[config.mk]
export PLATFORM = sky130hd
export DESIGN_NAME = cla_share_arbiter
export DESIGN_NICKNAME = d
export VERILOG_FILES = /design/src/rtl/cla_share_arbiter.sv
export SDC_FILE = /design/constraint.sdc
export NUM_CORES = 1
export LEC_CHECK = 0
export CAP_MARGIN = 15
export CORE_MARGIN = 5
export CORE_UTILIZATION = 40
export CTS_CLUSTER_SIZE = 10
export DETAILED_ROUTE_END_ITERATION = 16
export DONT_BUFFER_PORTS = 1
export PLACE_DENSITY = 0.61
export SETUP_SLACK_MARGIN = 0.4
export SYNTH_ARGS = -nofsm -noshare
export SYNTH_HDL_FRONTEND = slang
export SYNTH_SLANG_ARGS = --single-unit
[constraint.sdc]
create_clock -name clk -period 8.2 [get_ports clk]
set_input_delay 2.05 -clock clk [delete_from_list [all_inputs] [get_ports clk]]
set_output_delay 2.05 -clock clk [all_outputs]
set_load 0.02 [all_outputs]
[src/rtl/cla_share_arbiter.sv]
// Round-robin controller sharing one pipelined CLA adder among NUM_REQ requesters.
// Optional macro CLA_SHARE_CARRY_EN: register the adder carry-out onto rsp_co.
module cla_share_arbiter #(
  parameter int NUM_REQ   = 4,
  parameter int WIDTH     = 16,
  parameter int ADDER_LAT = 2
) (
  input  logic                     clk,
  input  logic                     rst,
  input  logic                     en,
  input  logic [NUM_REQ-1:0]       req_valid,
  output logic [NUM_REQ-1:0]       req_ready,
  input  logic [NUM_REQ*WIDTH-1:0] req_a,
  input  logic [NUM_REQ*WIDTH-1:0] req_b,
  output logic [WIDTH-1:0]         add_a,
  output logic [WIDTH-1:0]         add_b,
  output logic                     add_ci,
  input  logic [WIDTH-1:0]         add_s,
  input  logic                     add_co,
  output logic [NUM_REQ-1:0]       rsp_valid,
  output logic [WIDTH-1:0]         rsp_sum,
  output logic                     rsp_co,
  output logic                     busy
);
  localparam int TAG_W = $clog2(NUM_REQ);
  localparam int LAST  = ADDER_LAT - 1;

  logic [TAG_W-1:0]     rr_ptr_q, rr_ptr_d;
  logic                 grant_vld;
  logic [TAG_W-1:0]     grant_idx;
  int                   srch_idx;
  logic [ADDER_LAT-1:0] tag_vld_q;
  logic [TAG_W-1:0]     tag_q [ADDER_LAT];
  logic                 rsp_fire;
  logic [NUM_REQ-1:0]   rsp_valid_q, rsp_valid_d;
  logic [WIDTH-1:0]     rsp_sum_q, rsp_sum_d;

  // Grant search starts at rr_ptr and wraps; the winner's operands go straight to the adder.
  always_comb begin
    grant_vld = 1'b0;
    grant_idx = '0;
    srch_idx  = 0;
    req_ready = '0;
    add_a     = '0;
    add_b     = '0;
    if (en && !rst) begin
      for (int k = 0; k < NUM_REQ; k++) begin
        srch_idx = (int'(rr_ptr_q) + k) % NUM_REQ;
        if (!grant_vld && req_valid[srch_idx]) begin
          grant_vld           = 1'b1;
          grant_idx           = TAG_W'(srch_idx);
          req_ready[srch_idx] = 1'b1;
          add_a               = req_a[srch_idx*WIDTH +: WIDTH];
          add_b               = req_b[srch_idx*WIDTH +: WIDTH];
        end
      end
    end
  end

  assign add_ci = 1'b0;

  always_comb begin
    rr_ptr_d = rr_ptr_q;
    if (grant_vld) begin
      rr_ptr_d = (grant_idx == TAG_W'(NUM_REQ - 1)) ? '0 : grant_idx + 1'b1;
    end
  end

  always_ff @(posedge clk) begin
    if (rst) rr_ptr_q <= '0;
    else     rr_ptr_q <= rr_ptr_d;
  end

  // Shadow tag pipeline: advances with the adder's en so tags line up with add_s.
  always_ff @(posedge clk) begin
    if (rst) begin
      tag_vld_q <= '0;
    end else if (en) begin
      tag_vld_q[0] <= grant_vld;
      for (int k = 1; k < ADDER_LAT; k++) tag_vld_q[k] <= tag_vld_q[k-1];
    end
  end

  always_ff @(posedge clk) begin
    if (en) begin
      tag_q[0] <= grant_idx;
      for (int k = 1; k < ADDER_LAT; k++) tag_q[k] <= tag_q[k-1];
    end
  end

  assign busy     = |tag_vld_q;
  assign rsp_fire = en && tag_vld_q[LAST];

  // Response stage: one-cycle owner pulse, sum held until the next result.
  always_comb begin
    rsp_valid_d = '0;
    rsp_sum_d   = rsp_sum_q;
    if (rsp_fire) begin
      rsp_valid_d[tag_q[LAST]] = 1'b1;
      rsp_sum_d                = add_s;
    end
  end

  always_ff @(posedge clk) begin
    if (rst) begin
      rsp_valid_q <= '0;
      rsp_sum_q   <= '0;
    end else begin
      rsp_valid_q <= rsp_valid_d;
      rsp_sum_q   <= rsp_sum_d;
    end
  end

  assign rsp_valid = rsp_valid_q;
  assign rsp_sum   = rsp_sum_q;

`ifdef CLA_SHARE_CARRY_EN
  logic rsp_co_q, rsp_co_d;

  always_comb begin
    rsp_co_d = rsp_co_q;
    if (rsp_fire) rsp_co_d = add_co;
  end

  always_ff @(posedge clk) begin
    if (rst) rsp_co_q <= 1'b0;
    else     rsp_co_q <= rsp_co_d;
  end

  assign rsp_co = rsp_co_q;
`else
  logic unused_add_co;
  assign unused_add_co = add_co;
  assign rsp_co        = 1'b0;
`endif

endmodule
# Yosys cells after proc, flatten, opt, wreduce, memory -nomap -nowiden
# Memories as Yosys holds them, arrays and structs flattened.
# Index checks and enable logic that the tools add are counted.
[totals] register_bits=24 latchBits=0 mem_bits_rw=4 romBits=0 output_inout_bits=59 elab_cells=109 n_memories=1
[classes] add_sub_neg=4 n_mul=0 div_mod_pow=0 order_cmp=10 eq_ne=1 n_shift=8 muxes=55 bitwise=7 n_reduce_logical=19
[mem_list] name="tag_q" depth=2 word_bits=2 read_ports=2 rd_clocked_by_memory_dff=0 wr=2 line="33" source="logic [TAG_W-1:0] tag_q [ADDER_LAT];"
[ops] op="$shiftx 64x7->16" count=8
[ops] op="$mux 16" count=10
[ops] op="$mux 4" count=8
[ops] op="$mux 1" count=22
[ops] op="$lt 3x4->1 const B" count=3
[ops] op="$mux 2" count=6
[ops] op="$or 4x4->4" count=3
[ops] op="$demux 1 s2" count=5
[ops] op="$logic_and 1x1->1" count=10
[ops] op="$reduce_or 2->1" count=5
[ops] op="$ge 3x1->1 const B" count=3
[ops] op="$bmux 1 s2" count=4
[ops] op="$lt 2x3->1 const B" count=2
[ops] op="$add 2x1->2 const B" count=2
[ops] op="$add 2x2->2 const B" count=2
[ops] op="$ge 2x1->1 const B" count=2
[ops] op="$logic_not 1->1" count=4
[ops] op="$and 1x1->1 const A" count=3
[ops] op="$eq 2x2->1 const B" count=1
[ops] op="$not 1->1" count=1

# Logic depth before layout (Yosys ltp)
[logic_depth] word_depth=19 ltp_mapped=15 mapped_depth_nobuf=8

# Worst setup path after synthesis
# No wires, ideal clock.
[synth_timing] path_kind="input to output" from="input port req_valid[3]" to="output port add_a[11]" arrival_time_ps=3599 path_slack_ps=2551 path_stages=8 path_buffers=2 path_cell_list="mux4_2 -> nor2b_1 -> buf_2 -> buf_2 -> nand2_1 -> o211ai_1 -> o21ai_0 -> a21oi_1"
[synth_between] elab_chain_cells=16
[synth_rtl] element="from (decl)" line="11" source="input logic [NUM_REQ-1:0] req_valid,"
[synth_rtl] element="$bmux 1 s2" line="49" source="if (!grant_vld && req_valid[srch_idx]) begin"
[synth_rtl] element="$mux 1 (implied by the code)" line="49"
[synth_rtl] element="$mux 1" line="49"
[synth_rtl] element="$mux 1" line="46" source="if (en && !rst) begin"
[synth_rtl] element="$logic_not 1->1" line="49"
[synth_rtl] element="$logic_and 1x1->1" line="49"
[synth_rtl] element="$mux 1" line="49"
[synth_rtl] element="$mux 1" line="46"
[synth_rtl] element="$logic_not 1->1" line="49"
[synth_rtl] element="$logic_and 1x1->1" line="49"
[synth_rtl] element="$mux 1" line="49"
[synth_rtl] element="$mux 1" line="46"
[synth_rtl] element="$logic_not 1->1" line="49"
[synth_rtl] element="$logic_and 1x1->1" line="49"
[synth_rtl] element="$mux 16 (*)" line="49"
[synth_rtl] element="$mux 16 (*)" line="46"
[synth_rtl] element="to (decl)" line="15" source="output logic [WIDTH-1:0] add_a,"
# Every way passes the cells marked *; elsewhere a longest branch is shown, timed or not. The select of a mux whose other input is x is not followed.

# Final worst setup path
[layout_timing] from="input port req_valid[2]" to="output port add_a[1]"
# The elaborated chain is that of the path after synthesis.

==> reports/results.tsv <==
stage	metric	value	unit
logic_synthesis	post-synthesis register bit count	28	
placed_design	Placed Instances	649	
hold_path	Hold WC Path Type	flip-flop to flip-flop	
clock_tree	clk slew on worst S/H paths	70	ps
placed_design	post-detail-place hpwl	10920	um
die	IO Count	211	
finish	n_diodes	0	
setup_path	CP top delay family	simple AND/OR/NAND/NOR gates	
setup_path	Critical Path Sink Type	output port	
drt	DR vias/cell	7.427	
setup_path	CP arrival	4670	ps
placed_design	GP Congestion	0.8287	
logic_synthesis	synthesized area per cell	10.13	um2
drt	number of detailed-route iterations in the first pass	4	
clock_tree	number of H-tree levels	1	
clock_tree	worst-skew pair later-pin latency	260	ps
grt	Overflow after GRT	0	
clock_tree	Max clock buf depth	2	
die	Die Height	126.0	um
setup_path	Buf/Inv on CP	1	
setup_path	internal reg-to-reg setup slack	4310	ps
drt	total wire length	16080	um
logic_synthesis	Distinct cells, synth	38	
logic_synthesis	asr flop ratio synth	0	
logic_synthesis	total number of yosys warnings	0	
setup_path	worst-path maximum fanout	26	
finish	design area	5497	um2
setup_path	critical path class	input port to output port	
setup_path	critical path's largest stage delay	770	ps
timing	final setup TNS	0	ps
die	Die X	126.0	um
grt	global-route wire length before repair	25980	um
drt	met2 WL	8245	um
finish	layout cells sized above 1	0.2956	
timing	Slew @ Worst Pin	1047	ps
clock_tree	CTS Hold Bufs	0	
timing	achievable frequency	148.9	MHz
finish	area grow syn2layout	2.139	%
job	MaxCap Viol Count	0	
drt	Post-DRT Antenna Nets	0	
run_status	status	complete, no violations	
drt	DR vias	4850	
finish	Non-Filler Instances	653	
clock_tree	Num CTS Buffers	3	
logic_synthesis	EDFF count, synth	4	
drt	DR WL/cell	24.62	um
placed_design	area after detailed placement	5391	um2
timing	final setup fails	0	
timing	max-slew violation count	0	
finish	most common cell after layout, fill and taps aside	mux4_2	
grt	gr usage total	0.1942	
clock_tree	PostCTS Resize Cnt	0	
grt	largest net degree at the start of global routing	76	
power_and_ir_drop	PD cells	212.6	nW/um2
finish	post-layout util	0.4151	
drt	initial drt markers	441	
drt	DR top layer	met4	
timing	post-layout minimum cycle time	6715	ps
logic_synthesis	Netlist Area Pre-Place	5381	um2
placed_design	Buffers on Ports	0	
timing	Slew HR	0.3020	
grt	vias in the first global route	5004	
drt	met1 WL	5818	um
logic_synthesis	Seq/Total Area, Yosys	0.1116	
clock_tree	Post-CTS Setup Bufs	0	
setup_path	CP cell instances	mux4_2 -> nor2_1 -> and2_1 -> buf_4 -> nand2_1 -> a21oi_1	
power_and_ir_drop	Peak VDD IR	125.7	uV
timing	fin crit share	0.8190	
power_and_ir_drop	Leak Pwr	1.599	nW
finish	NumNets Final	636	
finish	most frequent cells in the layout	mux4_2, nand2_1, a21oi_1	
die	Starting Density	0.4064	
logic_synthesis	Most used DFF post-synth	dfxtp_1	
setup_path	Setup crit start kind	input port	
die	die area	15870	um2
die	CORE AREA	13240	um2
clock_tree	TritonCTS clock tree	yes	
logic_synthesis	synthesized instance count	531	
die	cell row count	42	
grt	antenna violations before repair	0	
timing	RSZ-0062 raised after global routing	no	
drt	met3 WL	1792	um
timing	clk_skew	5.804	ps
drt	Residual DRC	0	
clock_tree	clk root buf	clkbuf_16	
setup_path	CP required	6150	ps
setup_path	Worst path slowest cell	and2_1	
finish	# fillers	1260	
timing	final hold violations	0	
clock_tree	# clock sinks	28	
-- state kept, by name, summed over array words and instances (netlist names) --
register / cells
rsp_valid: 4
tag_vld_q: 2
rr_ptr_q: 2
tag_q: 4
rsp_sum: 16
-- worst reg2reg max path: cells and delay by family, from the launching register on --
family / cells / cell delay [ps]
fa+ha+maj: 1 / 550
xor+xnor: 1 / 120
mux: 1 / 580
flops: 1 / 330
simple gates: 2 / 980
compound gates: 2 / 290
buf+inv: 2 / 920
-- layer usage --
| layer | vias up | GRT usage |
|---|---|---|
| li1 | 2086 | - |
| met1 | 2449 | 0.2377 |
| met2 | 291 | 0.3368 |
| met3 | 24 | 0.05758 |
| met4 | 0 | 0.04984 |
| met5 | - | 0 |
-- metrics by stage --
stage	power [W]	setup slack (ps)	hold WS (ps)
after floorplan	0.0009220	2551	400.3
after global placement	0.001018	1506	412.5
after detailed placement	0.001041	1479	407.0
after CTS	0.001183	1474	422.9
after global routing	0.001267	1337	425.7
final	0.001169	1485	424.7
-- power by group --
part           total, W  internal [W]  switching, W
Combinational  0.000857      0.000429      0.000428
Clock          0.000140     0.0000971     0.0000432
Sequential     0.000171      0.000147     0.0000238
-- final timing paths --
path	from	end	cells after the start
max	req_valid[2]	add_a[1]	6
min	tag_q[0][0]	tag_q[0][2]	0
max reg2reg	rr_ptr_q[1]	rr_ptr_q[1]	9
min reg2reg	tag_q[0][0]	tag_q[0][2]	0
-- cell usage after synthesis, types with 2 or more instances --
master | instances | area (um2)
a221oi_1 | 16 | 140.1
nand2b_1 | 2 | 12.51
mux2_2 | 2 | 22.52
inv_1 | 3 | 11.26
o21ai_0 | 38 | 190.2
o211ai_1 | 16 | 120.1
a221o_1 | 20 | 200.2
and2_1 | 2 | 12.51
o21ai_1 | 3 | 15.01
nor2b_1 | 7 | 43.79
a311oi_1 | 16 | 140.1
a21oi_1 | 54 | 270.3
or3_1 | 2 | 12.51
clkbuf_1 | 37 | 138.9
nand2_1 | 93 | 349.1
buf_1 | 3 | 11.26
buf_2 | 25 | 125.1
edfxtp_1 | 4 | 120.1
and3_1 | 16 | 100.1
dfxtp_1 | 24 | 480.5
nor3_1 | 2 | 10.01
buf_4 | 4 | 30.03
nor2_1 | 7 | 26.28
mux4_2 | 116 | 2613
ha_1 | 6 | 75.07
-- cells by family (layout without fill, tap and decap cells) --
kind of cell	count (synthesis)	in the layout	synth area share
other cells	1	2	0.0006968
fa+ha+maj	6	6	0.01395
xor+xnor	1	1	0.001628
flops	28	28	0.1116
compound gates	168	168	0.2102
simple gates	134	134	0.1088
mux	119	119	0.4915
buf+inv	74	19	0.06161
-- layout make-up --
class | instances | area (um2) | share of cell area
inverter | 4 | 15.01 | 0.002732
clock buffer | 3 | 75.07 | 0.01366
clock inverter | 1 | 30.03 | 0.005463
tap | 176 | 220.2 | 0.04006
sequential | 28 | 605.6 | 0.1102
multi-input combinational | 430 | 4468 | 0.8129
timing repair buffer | 11 | 82.58 | 0.01502
Note: power is estimated with default switching activity, not from simulation.
